--- src/rtl/demux1_4_3_reg_if.sv ---
// ----------------------------------------------------------------------------
// demux1_4_3_reg_if
//
// Purpose: bundles the producer stream and the four consumer channels of the
// registered 1-to-4 demultiplexer into one interface.
//
// Handshake semantics (valid/ready, both sides):
//   A transfer happens on a rising clk edge exactly when valid and ready are
//   both 1 in the cycle before it. The offering side holds its payload stable
//   while valid=1 and ready=0. Ready never depends on the same side's valid.
//
// Signals:
//   in_data   [W]        producer data
//   in_sel    [2]        destination channel index 0..3
//   in_valid             producer offers in_data/in_sel
//   in_ready             demux accepts the offer this cycle
//   o_data    [4*W]      channel k data on [k*W +: W]
//   o_valid   [4]        bit k: channel k holds valid data
//   o_ready   [4]        bit k: consumer k takes data this cycle
//   cnt_flat  [4*CNT_W]  channel k accept count (only with DEMUX_CNT_EN)
//
// Modports:
//   master - producer and consumers (drives in_*, o_ready)
//   slave  - the demultiplexer
//
// Optional feature macro: DEMUX_CNT_EN adds cnt_flat.
// ----------------------------------------------------------------------------
interface demux1_4_3_reg_if #(
  parameter int W     = 3,
  parameter int CNT_W = 8
);
  logic [W-1:0]       in_data;
  logic [1:0]         in_sel;
  logic               in_valid;
  logic               in_ready;
  logic [4*W-1:0]     o_data;
  logic [3:0]         o_valid;
  logic [3:0]         o_ready;
`ifdef DEMUX_CNT_EN
  logic [4*CNT_W-1:0] cnt_flat;
`endif

`ifdef DEMUX_CNT_EN
  modport master (
    output in_data, in_sel, in_valid, o_ready,
    input  in_ready, o_data, o_valid, cnt_flat
  );

  modport slave (
    input  in_data, in_sel, in_valid, o_ready,
    output in_ready, o_data, o_valid, cnt_flat
  );
`else
  modport master (
    output in_data, in_sel, in_valid, o_ready,
    input  in_ready, o_data, o_valid
  );

  modport slave (
    input  in_data, in_sel, in_valid, o_ready,
    output in_ready, o_data, o_valid
  );
`endif
endinterface

--- src/rtl/demux1_4_3_reg.sv ---
// ----------------------------------------------------------------------------
// demux1_4_3_reg
//
// Purpose: registered 1-to-4 demultiplexer. A single producer stream is
// steered by in_sel into one of four consumer channels, each with a 1-deep
// holding register. Channels stall independently; a full channel whose
// consumer is taking its data can be reloaded in the same cycle, so there is
// no bubble.
//
// Ports:
//   clk   rising-edge clock
//   rst   asynchronous active-high reset (clears valids, data and counters)
//   bus   demux1_4_3_reg_if.slave (see interface file for signal list and
//         the valid/ready contract)
//
// Channel state: each channel is a two-state machine (EMPTY/FULL). The
// state vector is exported directly as o_valid, so o_valid[k]==1 means
// channel k is FULL.
//
// Optional feature macro: DEMUX_CNT_EN
//   Defined     : four CNT_W-bit wrapping accept counters on bus.cnt_flat.
//   Not defined : no counters; the datapath is identical.
// ----------------------------------------------------------------------------
module demux1_4_3_reg #(
  parameter int W     = 3,
  parameter int CNT_W = 8
) (
  input  logic                  clk,
  input  logic                  rst,
  demux1_4_3_reg_if.slave       bus
);

  typedef enum logic {
    EMPTY = 1'b0,
    FULL  = 1'b1
  } chan_state_e;

  chan_state_e      state_q [4];
  chan_state_e      state_d [4];
  logic [W-1:0]     data_q  [4];
  logic [W-1:0]     data_d  [4];

  logic             in_ready_w;
  logic             acc;
  logic [3:0]       take;
  logic [3:0]       load;

  // --------------------------------------------------------------------------
  // Handshake decode.
  // in_ready only looks at the addressed channel: it is free when empty or
  // when its consumer is draining it this cycle. in_valid is deliberately not
  // an input here so the producer never sees a ready that waits on its own
  // valid.
  // --------------------------------------------------------------------------
  always_comb begin
    in_ready_w = 1'b0;
    acc        = 1'b0;
    take       = 4'b0000;
    load       = 4'b0000;

    in_ready_w = (state_q[bus.in_sel] == EMPTY) || bus.o_ready[bus.in_sel];
    acc        = bus.in_valid && in_ready_w;

    for (int k = 0; k < 4; k++) begin
      take[k] = (state_q[k] == FULL) && bus.o_ready[k];
      load[k] = acc && (bus.in_sel == 2'(k));
    end
  end

  // --------------------------------------------------------------------------
  // Per-channel next state and next data.
  // A load wins over a take: a FULL channel that is taken and reloaded in the
  // same cycle stays FULL with the new data. A take alone empties the channel
  // but leaves the data register untouched.
  // --------------------------------------------------------------------------
  always_comb begin
    for (int k = 0; k < 4; k++) begin
      state_d[k] = state_q[k];
      data_d[k]  = data_q[k];

      case (state_q[k])
        EMPTY: begin
          if (load[k]) begin
            state_d[k] = FULL;
          end
        end
        FULL: begin
          if (take[k] && !load[k]) begin
            state_d[k] = EMPTY;
          end
        end
        default: begin
          state_d[k] = EMPTY;
        end
      endcase

      if (load[k]) begin
        data_d[k] = bus.in_data;
      end
    end
  end

  // --------------------------------------------------------------------------
  // State and data registers.
  // --------------------------------------------------------------------------
  always_ff @(posedge clk or posedge rst) begin
    if (rst) begin
      for (int k = 0; k < 4; k++) begin
        state_q[k] <= EMPTY;
        data_q[k]  <= '0;
      end
    end else begin
      for (int k = 0; k < 4; k++) begin
        state_q[k] <= state_d[k];
        data_q[k]  <= data_d[k];
      end
    end
  end

  // --------------------------------------------------------------------------
  // Outputs.
  // --------------------------------------------------------------------------
  assign bus.in_ready = in_ready_w;

  for (genvar g = 0; g < 4; g++) begin : g_out
    assign bus.o_valid[g]        = (state_q[g] == FULL);
    assign bus.o_data[g*W +: W]  = data_q[g];
  end

`ifdef DEMUX_CNT_EN
  // --------------------------------------------------------------------------
  // Accept counters: counter k counts loads into channel k and wraps
  // naturally at 2^CNT_W.
  // --------------------------------------------------------------------------
  logic [CNT_W-1:0] cnt_q [4];
  logic [CNT_W-1:0] cnt_d [4];

  always_comb begin
    for (int k = 0; k < 4; k++) begin
      cnt_d[k] = cnt_q[k];
      if (load[k]) begin
        cnt_d[k] = cnt_q[k] + CNT_W'(1);
      end
    end
  end

  always_ff @(posedge clk or posedge rst) begin
    if (rst) begin
      for (int k = 0; k < 4; k++) begin
        cnt_q[k] <= '0;
      end
    end else begin
      for (int k = 0; k < 4; k++) begin
        cnt_q[k] <= cnt_d[k];
      end
    end
  end

  for (genvar g = 0; g < 4; g++) begin : g_cnt_out
    assign bus.cnt_flat[g*CNT_W +: CNT_W] = cnt_q[g];
  end
`endif

endmodule

--- src/flat_wrapper.sv ---
// flat-port wrapper written by rule: the top's interface ports become plain ports
module demux1_4_3_reg_flat 
#(
  parameter int W     = 3,
  parameter int CNT_W = 8
)
  (clk, rst, bus_in_data, bus_in_sel, bus_in_valid, bus_o_ready, bus_in_ready, bus_o_data, bus_o_valid);
  demux1_4_3_reg_if #(.W(W), .CNT_W(CNT_W)) bus_i ();
  input  logic clk;
  input  logic rst;
  input wire logic [$bits(bus_i.in_data)-1:0] bus_in_data;
  input wire logic [$bits(bus_i.in_sel)-1:0] bus_in_sel;
  input wire logic [$bits(bus_i.in_valid)-1:0] bus_in_valid;
  input wire logic [$bits(bus_i.o_ready)-1:0] bus_o_ready;
  output wire logic [$bits(bus_i.in_ready)-1:0] bus_in_ready;
  output wire logic [$bits(bus_i.o_data)-1:0] bus_o_data;
  output wire logic [$bits(bus_i.o_valid)-1:0] bus_o_valid;
  assign bus_i.in_data = bus_in_data;
  assign bus_i.in_sel = bus_in_sel;
  assign bus_i.in_valid = bus_in_valid;
  assign bus_i.o_ready = bus_o_ready;
  assign bus_in_ready = bus_i.in_ready;
  assign bus_o_data = bus_i.o_data;
  assign bus_o_valid = bus_i.o_valid;
  demux1_4_3_reg #(.W(W), .CNT_W(CNT_W)) u_core (.clk(clk), .rst(rst), .bus(bus_i));
endmodule
--- config.mk ---
export PLATFORM = sky130hd
export DESIGN_NAME = demux1_4_3_reg_flat
export DESIGN_NICKNAME = d
export VERILOG_FILES = /design/src/rtl/demux1_4_3_reg_if.sv /design/src/rtl/demux1_4_3_reg.sv /design/src/flat_wrapper.sv
export SDC_FILE = /design/constraint.sdc
export NUM_CORES = 1
export LEC_CHECK = 0
export ABC_AREA = 0
export BUFFER_PORTS_ARGS = -buffer_cell sky130_fd_sc_hd__buf_4
export CORE_UTILIZATION = 44
export DETAILED_ROUTE_END_ITERATION = 10
export HOLD_SLACK_MARGIN = 0.08
export PLACE_DENSITY = 0.83
export SYNTH_ARGS = -nofsm -noshare
export SYNTH_HDL_FRONTEND = slang
export SYNTH_SLANG_ARGS = --single-unit
--- constraint.sdc ---
create_clock -name clk -period 1.5 [get_ports clk]
set_input_delay 0 -clock clk [delete_from_list [all_inputs] [get_ports clk]]
set_output_delay 0 -clock clk [all_outputs]
set_load 0.005 [all_outputs]
==> flow_metrics.py, run 1 <==
metrics = {
    "clocking": {
        "cts.sinks": 16,
        "cts_tree": "yes",
        "clk_latency_ns": 0.28,
        "htreeDepth": 1,
        "numCtsBuffers": 3,
        "post_cts_buffers": 0,
        "clock_path_buffers": 2,
        "cts_root_buf": "clkbuf_4",
        "clk_pin_slew_ns": 0.09,
    },
    "pwr": {
        "p_sw_mw": 0.270,
        "swShare": 0.241,
        "power_density_nw_per_um2": 1070,
        "p_int_mw": 0.849,
        "seq_power_share": 0.494,
        "ir_worst_vdd_mv": 0.839,
        "clkPwrFrac": 0.253,
        "power.share.combinational": 0.253,
        "leakage_nw": 0.517,
    },
    "drt": {
        "drc": 0,
        "via_per_inst": 5.00,
        "ant_nets": 0,
        "wire_per_inst_microns": 13.5,
        "drt_iter0_markers": 10,
        "first_pass_iters": 2,
        "vias": 520,
        "postRouteWirelength_microns": 1400,
    },
    "synth": {
        "synth-seq-cells": 16,
        "yosysWarningCount": 0,
        "yosysSeqAreaShare": 0.607,
        "yosysUniqueCellTypes": 13,
        "synthesis.area_sq_um": 659,
        "syn_inst": 46,
        "synth_nets": 58,
        "syn_avg_cell_area_sq_um": 14.3,
    },
    "floorplan": {
        "die_area_sq_um": 1660,
        "die_h_microns": 40.7,
        "start_util": 0.488,
        "die_x_microns": 40.7,
        "rows": 13,
        "num_io_pins": 29,
        "design.core.area_sq_um": 1350,
    },
    "critical_path": {
        "worst_ep_arrival_time_ns": 1.44,
        "critPathKind": "in2out",
        "start_kind": "input port",
        "critPathCaptureType": "output port",
        "cp_num_cells": 5,
        "cpPeakStageDelay_ns": 0.53,
        "cp_cell_sequence": "dlygate4sd3_1, buf_4, nand2b_1, mux4_2, buf_4",
        "crit_slowest_cell": "dlygate4sd3_1",
        "crit_family": "buffers and inverters",
        "rr_worst_depth": 3,
        "path_buf_inv": 3,
        "crit_top_cell": "buf_4",
        "path_max_fanout": 3,
        "required_ns": 1.50,
    },
    "cells_and_area": {
        "multi_input_area_sq_um": 270,
        "final_common_cell": "buf_4",
        "syn2layout_area_growth_pct": 59.2,
        "fill_cells": 90,
        "antenna_cells": 0,
        "most-common-layout-cells": "buf_4 (28), dfrtp_1 (16), dlygate4sd3_1 (11), mux2_2 (9), nand2_1 (5)",
        "final_layout_size_suffix_gt1_frac": 0.528,
        "ff_latch_area_sq_um": 400,
        "layout.nets": 102,
    },
    "grt": {
        "grt_max_degree": 17,
        "grt_util_all_layers": 0.197,
        "grt_first_pass_wirelength_microns": 2010,
        "grt_antenna_before_repair": 0,
        "grt_pass1_vias": 505,
        "grt-ovfl-total": 0,
    },
    "sta": {
        "drv_slew": 0,
        "finalCriticalPeriod_ns": 1.44,
        "setup_viol": 0,
        "whs_ns": 0.335,
        "rsz0062_at_grt": "false",
        "timing.fmax_mhz": 697,
        "hold_viol_final": 0,
        "fin_setup_tns_ns": 0,
        "fin_skew_ns": 0.00287,
        "tightest_slew_ns": 0.598,
        "relSlewSlack": 0.601,
        "period_share": 0.957,
    },
    "run": {
        "cap_violations": 0,
    },
    "placement": {
        "port_buffers": 28,
        "place_hpwl_microns": 979,
        "routabilityCongestion": 0.614,
    },
    "outcome": {
        "status": "complete, no violations",
    },
    "hold_path": {
        "hp-class": "in2async",
    },
}
[power groups by stage]
stage               clock, mW  sequential, mW  combinational [mW]
CTS                     0.295           0.549               0.284
global placement            0           0.554               0.253
finish                  0.283           0.553               0.283
global route            0.311           0.561               0.310
detailed placement          0           0.557               0.260
floorplan                   0           0.559              0.0889
[metal layers]
metal	up-vias	track usage	wire, microns
met5	-	0	0
met2	25	0.361	688
met4	0	0.100	8
met1	244	0.204	603
li1	249	-	-
met3	2	0.0489	102
[cell type report]
type	count	area share
clock buffers	4	0.0346
inverters	1	0.00358
multi-input cells	29	0.257
flip-flops and latches	16	0.381
well taps	15	0.0179
repair buffers	39	0.305
[repair_timing]
action                                 CTS  global route
hold buffers                            11             0
resized for setup                        0             2
setup endpoints to repair                0             1
endpoints found under the hold margin   32             0
[final timing paths]
path	slack, ns	end	start
min reg2reg	0.50	u_core.bus.o_data[5]	u_core.bus.o_data[5]
max reg2reg	0.24	u_core.bus.o_valid[2]	u_core.bus.o_valid[2]
min	0.33	u_core.bus.o_valid[0]	rst
min in group clk	0.40	u_core.bus.o_data[6]	bus_o_ready[2]
max	0.06	bus_in_ready	bus_o_ready[3]
max in group asynchronous	0.78	u_core.bus.o_data[6]	rst
[registers in the layout (all words and copies together) (netlist names)]
signal              flops
u_core.bus.o_valid      4
u_core.bus.o_data      12
[cells by family (layout without fill, tap and decap cells)]
family | Yosys count | count (layout) | share of synthesized area
DFF | 16 | 16 | 0.607
buffers and inverters | 1 | 44 | 0.00569
AOI/OAI and AO/OA | 1 | 1 | 0.00758
muxes | 13 | 13 | 0.239
and+or+nand+nor | 15 | 15 | 0.140
[stage by stage]
| stage | cells | total power [mW] | utilization | area (sq um) | setup WS [ns] |
|---|---|---|---|---|---|
| 2_1_floorplan | 46 | 0.648 | - | 659 | 0.342 |
| 3_3_place_gp | 89 | 0.807 | 0.658 | 888 | 0.323 |
| 3_5_place_dp | 89 | 0.817 | 0.658 | 888 | 0.259 |
| 4_1_cts | 104 | 1.13 | 0.766 | 1030 | 0.0222 |
| 5_1_grt | 104 | 1.18 | 0.778 | 1050 | 0.0125 |
| 6_report | 104 | 1.12 | 0.778 | 1050 | 0.0645 |
[cell usage after synthesis]
master	number	area, sq um
nor2b_2	2	17.5
nor3b_2	1	12.5
mux4_2	1	22.5
dfrtp_1	16	400
nand2b_1	4	25.0
inv_1	1	3.75
mux2_1	3	33.8
nand2_1	5	18.8
o21ai_0	1	5.00
nand3b_1	1	7.51
mux2_2	9	101
nand3_1	1	5.00
and3_1	1	6.26
[tightest hold or removal path, cell delays in order]
cell           delay (ns)
dlygate4sd3_1        0.54
buf_4                0.13
inv_1                0.44
(Power assumes the default switching activity.)
==> run 2, diff against run 1 <==
- PLACE_DENSITY: 0.83 -> 0.76
==> run 2 against run 1 <==
Compared with the run above: first-iteration DRC count up 30%; cell count decreased by 0.96%; setup slack got worse by 0.00058 ns; critical path type unchanged; largest cell class unchanged.
==> flow_metrics.py, run 2 (same netlist as run 1, synthesis figures left out) <==
metrics = {
    "floorplan": {
        "num_io_pins": 29,
        "die_h_microns": 40.7,
        "start_util": 0.488,
        "rows": 13,
        "design.core.area_sq_um": 1350,
        "die_area_sq_um": 1660,
        "die_x_microns": 40.7,
    },
    "clocking": {
        "cts_root_buf": "clkbuf_4",
        "cts_tree": "yes",
        "cts.sinks": 16,
        "cts_hold_buf": 11,
        "post_cts_resized": 0,
        "clk_pin_slew_ns": 0.08,
        "numCtsBuffers": 3,
        "post_cts_buffers": 0,
        "clk_latency_ns": 0.27,
        "clock_path_buffers": 2,
        "htreeDepth": 1,
    },
    "outcome": {
        "status": "complete, no violations",
    },
    "critical_path": {
        "worst_ep_arrival_time_ns": 1.44,
        "rr_worst_depth": 3,
        "crit_slowest_cell": "dlygate4sd3_1",
        "cpPeakStageDelay_ns": 0.54,
        "cp-startpoint": "bus_o_ready[1]",
        "start_kind": "input port",
        "path_buf_inv": 3,
        "path_max_fanout": 3,
        "crit_family": "buffers and inverters",
        "reg2reg_to": "u_core.bus.o_valid[2]",
        "cp_cell_sequence": "dlygate4sd3_1, buf_4, nand2b_1, mux4_2, buf_4",
        "required_ns": 1.50,
        "critPathKind": "in2out",
        "regToRegStartpoint": "u_core.bus.o_valid[2]",
        "rrSetupSlack_ns": 0.26,
        "crit_top_cell": "buf_4",
        "critPathCaptureType": "output port",
    },
    "pwr": {
        "p_sw_mw": 0.249,
        "clkPwrFrac": 0.206,
        "leakage_nw": 0.496,
        "swShare": 0.240,
        "ir_worst_vdd_mv": 0.734,
        "p_int_mw": 0.790,
        "power_mw": 1.04,
        "power.share.combinational": 0.268,
        "power_density_nw_per_um2": 1020,
        "seq_power_share": 0.526,
    },
    "sta": {
        "fin_setup_tns_ns": 0,
        "setup_viol": 0,
        "rsz0062_at_grt": "false",
        "relSlewSlack": 0.594,
        "setup_ws_ns": 0.0639,
        "drv_slew": 0,
        "timing.fmax_mhz": 696,
        "fin_skew_ns": 0.00233,
        "finalCriticalPeriod_ns": 1.44,
        "tightest_slew_ns": 0.609,
        "period_share": 0.957,
        "hold_viol_final": 0,
        "whs_ns": 0.144,
    },
    "cells_and_area": {
        "syn2layout_area_growth_pct": 54.8,
        "fill_cells": 88,
        "antenna_cells": 0,
        "postLayoutCellArea_sq_um": 1020,
        "final_layout_size_suffix_gt1_frac": 0.500,
        "final_common_cell": "buf_4",
        "post-route-util": 0.756,
        "largest_reg_flops": 12,
        "most-common-layout-cells": "buf_4 (28), dfrtp_1 (16), dlygate4sd3_1 (11), mux2_2 (9), nand2_1 (5)",
        "layout.nets": 102,
        "fin_cells": 103,
    },
    "placement": {
        "port_buffers": 28,
        "place_hpwl_microns": 919,
        "dp.cells": 89,
        "dp_slack_ns": 0.281,
        "routabilityCongestion": 0.649,
        "place_area_sq_um": 888,
    },
    "hold_path": {
        "worstHoldPathCells": 4,
        "hp-class": "in2reg",
        "hp-start": "bus_in_valid",
        "worstHoldEndpoint": "u_core.bus.o_valid[1]",
    },
    "grt": {
        "grt-ovfl-total": 0,
        "grt_antenna_before_repair": 0,
        "grt_util_all_layers": 0.187,
        "grt_max_degree": 17,
        "grt_first_pass_wirelength_microns": 1990,
        "grt_pass1_vias": 481,
    },
    "drt": {
        "drc": 0,
        "via_per_inst": 4.91,
        "ant_nets": 0,
        "vias": 506,
        "first_pass_iters": 4,
        "wire_per_inst_microns": 12.8,
        "postRouteWirelength_microns": 1320,
        "drt_iter0_markers": 13,
    },
    "run": {
        "cap_violations": 0,
    },
}
[run 2: cell type report]
| class | instances | area, sq um | area share |
|---|---|---|---|
| inverters | 1 | 3.75 | 0.00368 |
| repair buffers | 39 | 320 | 0.314 |
| multi-input cells | 29 | 255 | 0.250 |
| well taps | 15 | 18.8 | 0.0184 |
| clock buffers | 3 | 22.5 | 0.0221 |
| flip-flops and latches | 16 | 400 | 0.392 |
[run 2: routing by layer]
layer  vias to the layer above  GRT usage  share of wire
met2                        22      0.353           0.48
met3                         0     0.0380          0.067
li1                        249          -              -
met1                       235      0.209           0.45
met4                         0     0.0500              0
met5                         -          0              0
[run 2: power groups by stage]
stage	Sequential, mW	Clock (mW)	Combinational (mW)
finish	0.546	0.214	0.279
global route	0.558	0.235	0.308
CTS	0.547	0.222	0.283
detailed placement	0.554	0	0.260
global placement	0.553	0	0.253
floorplan	0.559	0	0.0889
[run 2: worst max path at each step]
stage                                 to  slack (ns)  depth (start not counted)
floorplan           u_core.bus.o_data[6]        0.34                          3
global placement    u_core.bus.o_data[7]        0.33                          3
detailed placement  u_core.bus.o_data[8]        0.28                          3
CTS                         bus_in_ready        0.05                          5
global route                bus_in_ready       0.009                          5
finish                      bus_in_ready        0.06                          5
[run 2: worst min-delay path: cells and delay by family]
kind	cells	cell delay [ns]
simple gates	3	0.26
buf+inv	1	0.12
==> run 3, diff against run 2 <==
- MAX_ROUTING_LAYER: not set -> met4
==> run 3 against run 2 <==
Compared with the run above: routed wire length stayed put; via count did not move; critical path depth did not move; clock power hardly changed; core utilization unchanged; die area did not move; setup slack is the same; final area is the same; hold slack about the same; critical path type unchanged.
==> flow_metrics.py, run 3 (same netlist as run 1, synthesis figures left out) <==
metrics = {
    "outcome": {
        "status": "complete, no violations",
    },
    "critical_path": {
        "regToRegStartpoint": "u_core.bus.o_valid[2]",
        "critPathCaptureType": "output port",
        "reg2reg_to": "u_core.bus.o_valid[2]",
        "cp-startpoint": "bus_o_ready[1]",
        "path_max_fanout": 3,
        "cpPeakStageDelay_ns": 0.54,
        "rrSetupSlack_ns": 0.26,
        "crit_top_cell": "buf_4",
        "required_ns": 1.50,
        "crit_family": "buffers and inverters",
        "path_buf_inv": 3,
        "worst_ep_arrival_time_ns": 1.44,
        "crit_slowest_cell": "dlygate4sd3_1",
        "critPathKind": "in2out",
        "rr_worst_depth": 3,
        "cp_cell_sequence": "dlygate4sd3_1, buf_4, nand2b_1, mux4_2, buf_4",
        "start_kind": "input port",
    },
    "sta": {
        "timing.fmax_mhz": 696,
        "whs_ns": 0.143,
        "hold_viol_final": 0,
        "setup_viol": 0,
        "tightest_slew_ns": 0.608,
        "setup_ws_ns": 0.0639,
        "drv_slew": 0,
        "period_share": 0.957,
        "finalCriticalPeriod_ns": 1.44,
        "rsz0062_at_grt": "false",
        "fin_setup_tns_ns": 0,
        "relSlewSlack": 0.594,
        "fin_skew_ns": 0.00196,
    },
    "placement": {
        "port_buffers": 28,
        "routabilityCongestion": 0.654,
        "dp.cells": 89,
        "place_hpwl_microns": 919,
        "dp_slack_ns": 0.281,
        "place_area_sq_um": 888,
    },
    "cells_and_area": {
        "fill_cells": 88,
        "syn2layout_area_growth_pct": 54.8,
        "postLayoutCellArea_sq_um": 1020,
        "post-route-util": 0.756,
        "fin_cells": 103,
        "layout.nets": 102,
        "largest_reg_flops": 12,
        "final_layout_size_suffix_gt1_frac": 0.500,
        "final_common_cell": "buf_4",
        "most-common-layout-cells": "buf_4 (28), dfrtp_1 (16), dlygate4sd3_1 (11), mux2_2 (9), nand2_1 (5)",
        "antenna_cells": 0,
    },
    "clocking": {
        "cts_tree": "yes",
        "numCtsBuffers": 3,
        "cts.sinks": 16,
        "htreeDepth": 1,
        "clk_latency_ns": 0.27,
        "cts_root_buf": "clkbuf_4",
        "clock_path_buffers": 2,
        "post_cts_buffers": 0,
        "clk_pin_slew_ns": 0.09,
    },
    "pwr": {
        "leakage_nw": 0.496,
        "clkPwrFrac": 0.206,
        "power_mw": 1.04,
        "power.share.combinational": 0.268,
        "p_sw_mw": 0.249,
        "power_density_nw_per_um2": 1020,
        "seq_power_share": 0.525,
        "ir_worst_vdd_mv": 0.734,
        "swShare": 0.240,
        "p_int_mw": 0.790,
    },
    "run": {
        "cap_violations": 0,
    },
    "grt": {
        "grt_pass1_vias": 481,
        "grt_first_pass_wirelength_microns": 1990,
        "grt_max_degree": 17,
        "grt-ovfl-total": 0,
        "grt_antenna_before_repair": 0,
        "grt_util_all_layers": 0.192,
    },
    "hold_path": {
        "hp-class": "in2reg",
        "worstHoldPathCells": 4,
        "worstHoldEndpoint": "u_core.bus.o_valid[1]",
        "hp-start": "bus_in_valid",
    },
    "floorplan": {
        "die_h_microns": 40.7,
        "rows": 13,
        "die_area_sq_um": 1660,
        "num_io_pins": 29,
        "die_x_microns": 40.7,
        "start_util": 0.488,
        "design.core.area_sq_um": 1350,
    },
    "drt": {
        "drt_iter0_markers": 13,
        "first_pass_iters": 4,
        "top_layer": "met3",
        "via_per_inst": 4.91,
        "wire_per_inst_microns": 12.8,
        "ant_nets": 0,
        "vias": 506,
        "drc": 0,
        "route.met3.wl_microns": 84,
        "routed-wl-met2_microns": 631,
        "met1_length_microns": 601,
        "postRouteWirelength_microns": 1320,
    },
}
[run 3: cell counts in the layout (fill, tap and decap cells not counted)]
No cell type changed its count.
[run 3: final cells by class]
type,instances,area [sq um],area share
Clock buffer,3,22.5,0.0221
Timing Repair Buffer,39,320,0.314
Multi-Input combinational cell,29,255,0.250
Inverter,1,3.75,0.00368
Sequential cell,16,400,0.392
Tap cell,15,18.8,0.0184
[run 3: what timing repair did]
item	4_1_cts	5_1_grt
hold endpoints to repair	32	0
setup endpoints to repair	0	0
resized for setup	0	0
hold buffers	11	0
[run 3: metal layers]
layer / vias to the layer above / global-route usage
li1: 249 / -
met1: 235 / 0.213
met2: 22 / 0.353
met3: 0 / 0.0326
met4: 0 / 0.0500
met5: - / -
[run 3: worst min-delay path, stage by stage]
cell and delay (ns):
buf_4 0.12, nor2b_2 0.16, nand2_1 0.06, nand2_1 0.04
[run 3: power by group through the flow]
stage	registers, mW	logic (mW)	clock network (mW)
after global routing	0.558	0.308	0.235
after floorplan	0.559	0.0889	0
after CTS	0.547	0.283	0.222
final	0.546	0.279	0.214
after detailed placement	0.554	0.260	0
after global placement	0.553	0.253	0
[run 3: worst max path at each step]
stage,to,slack [ns],cells after the start
floorplan,u_core.bus.o_data[6],0.34,3
global placement,u_core.bus.o_data[7],0.33,3
detailed placement,u_core.bus.o_data[8],0.28,3
CTS,bus_in_ready,0.05,5
global route,bus_in_ready,0.009,5
finish,bus_in_ready,0.06,5
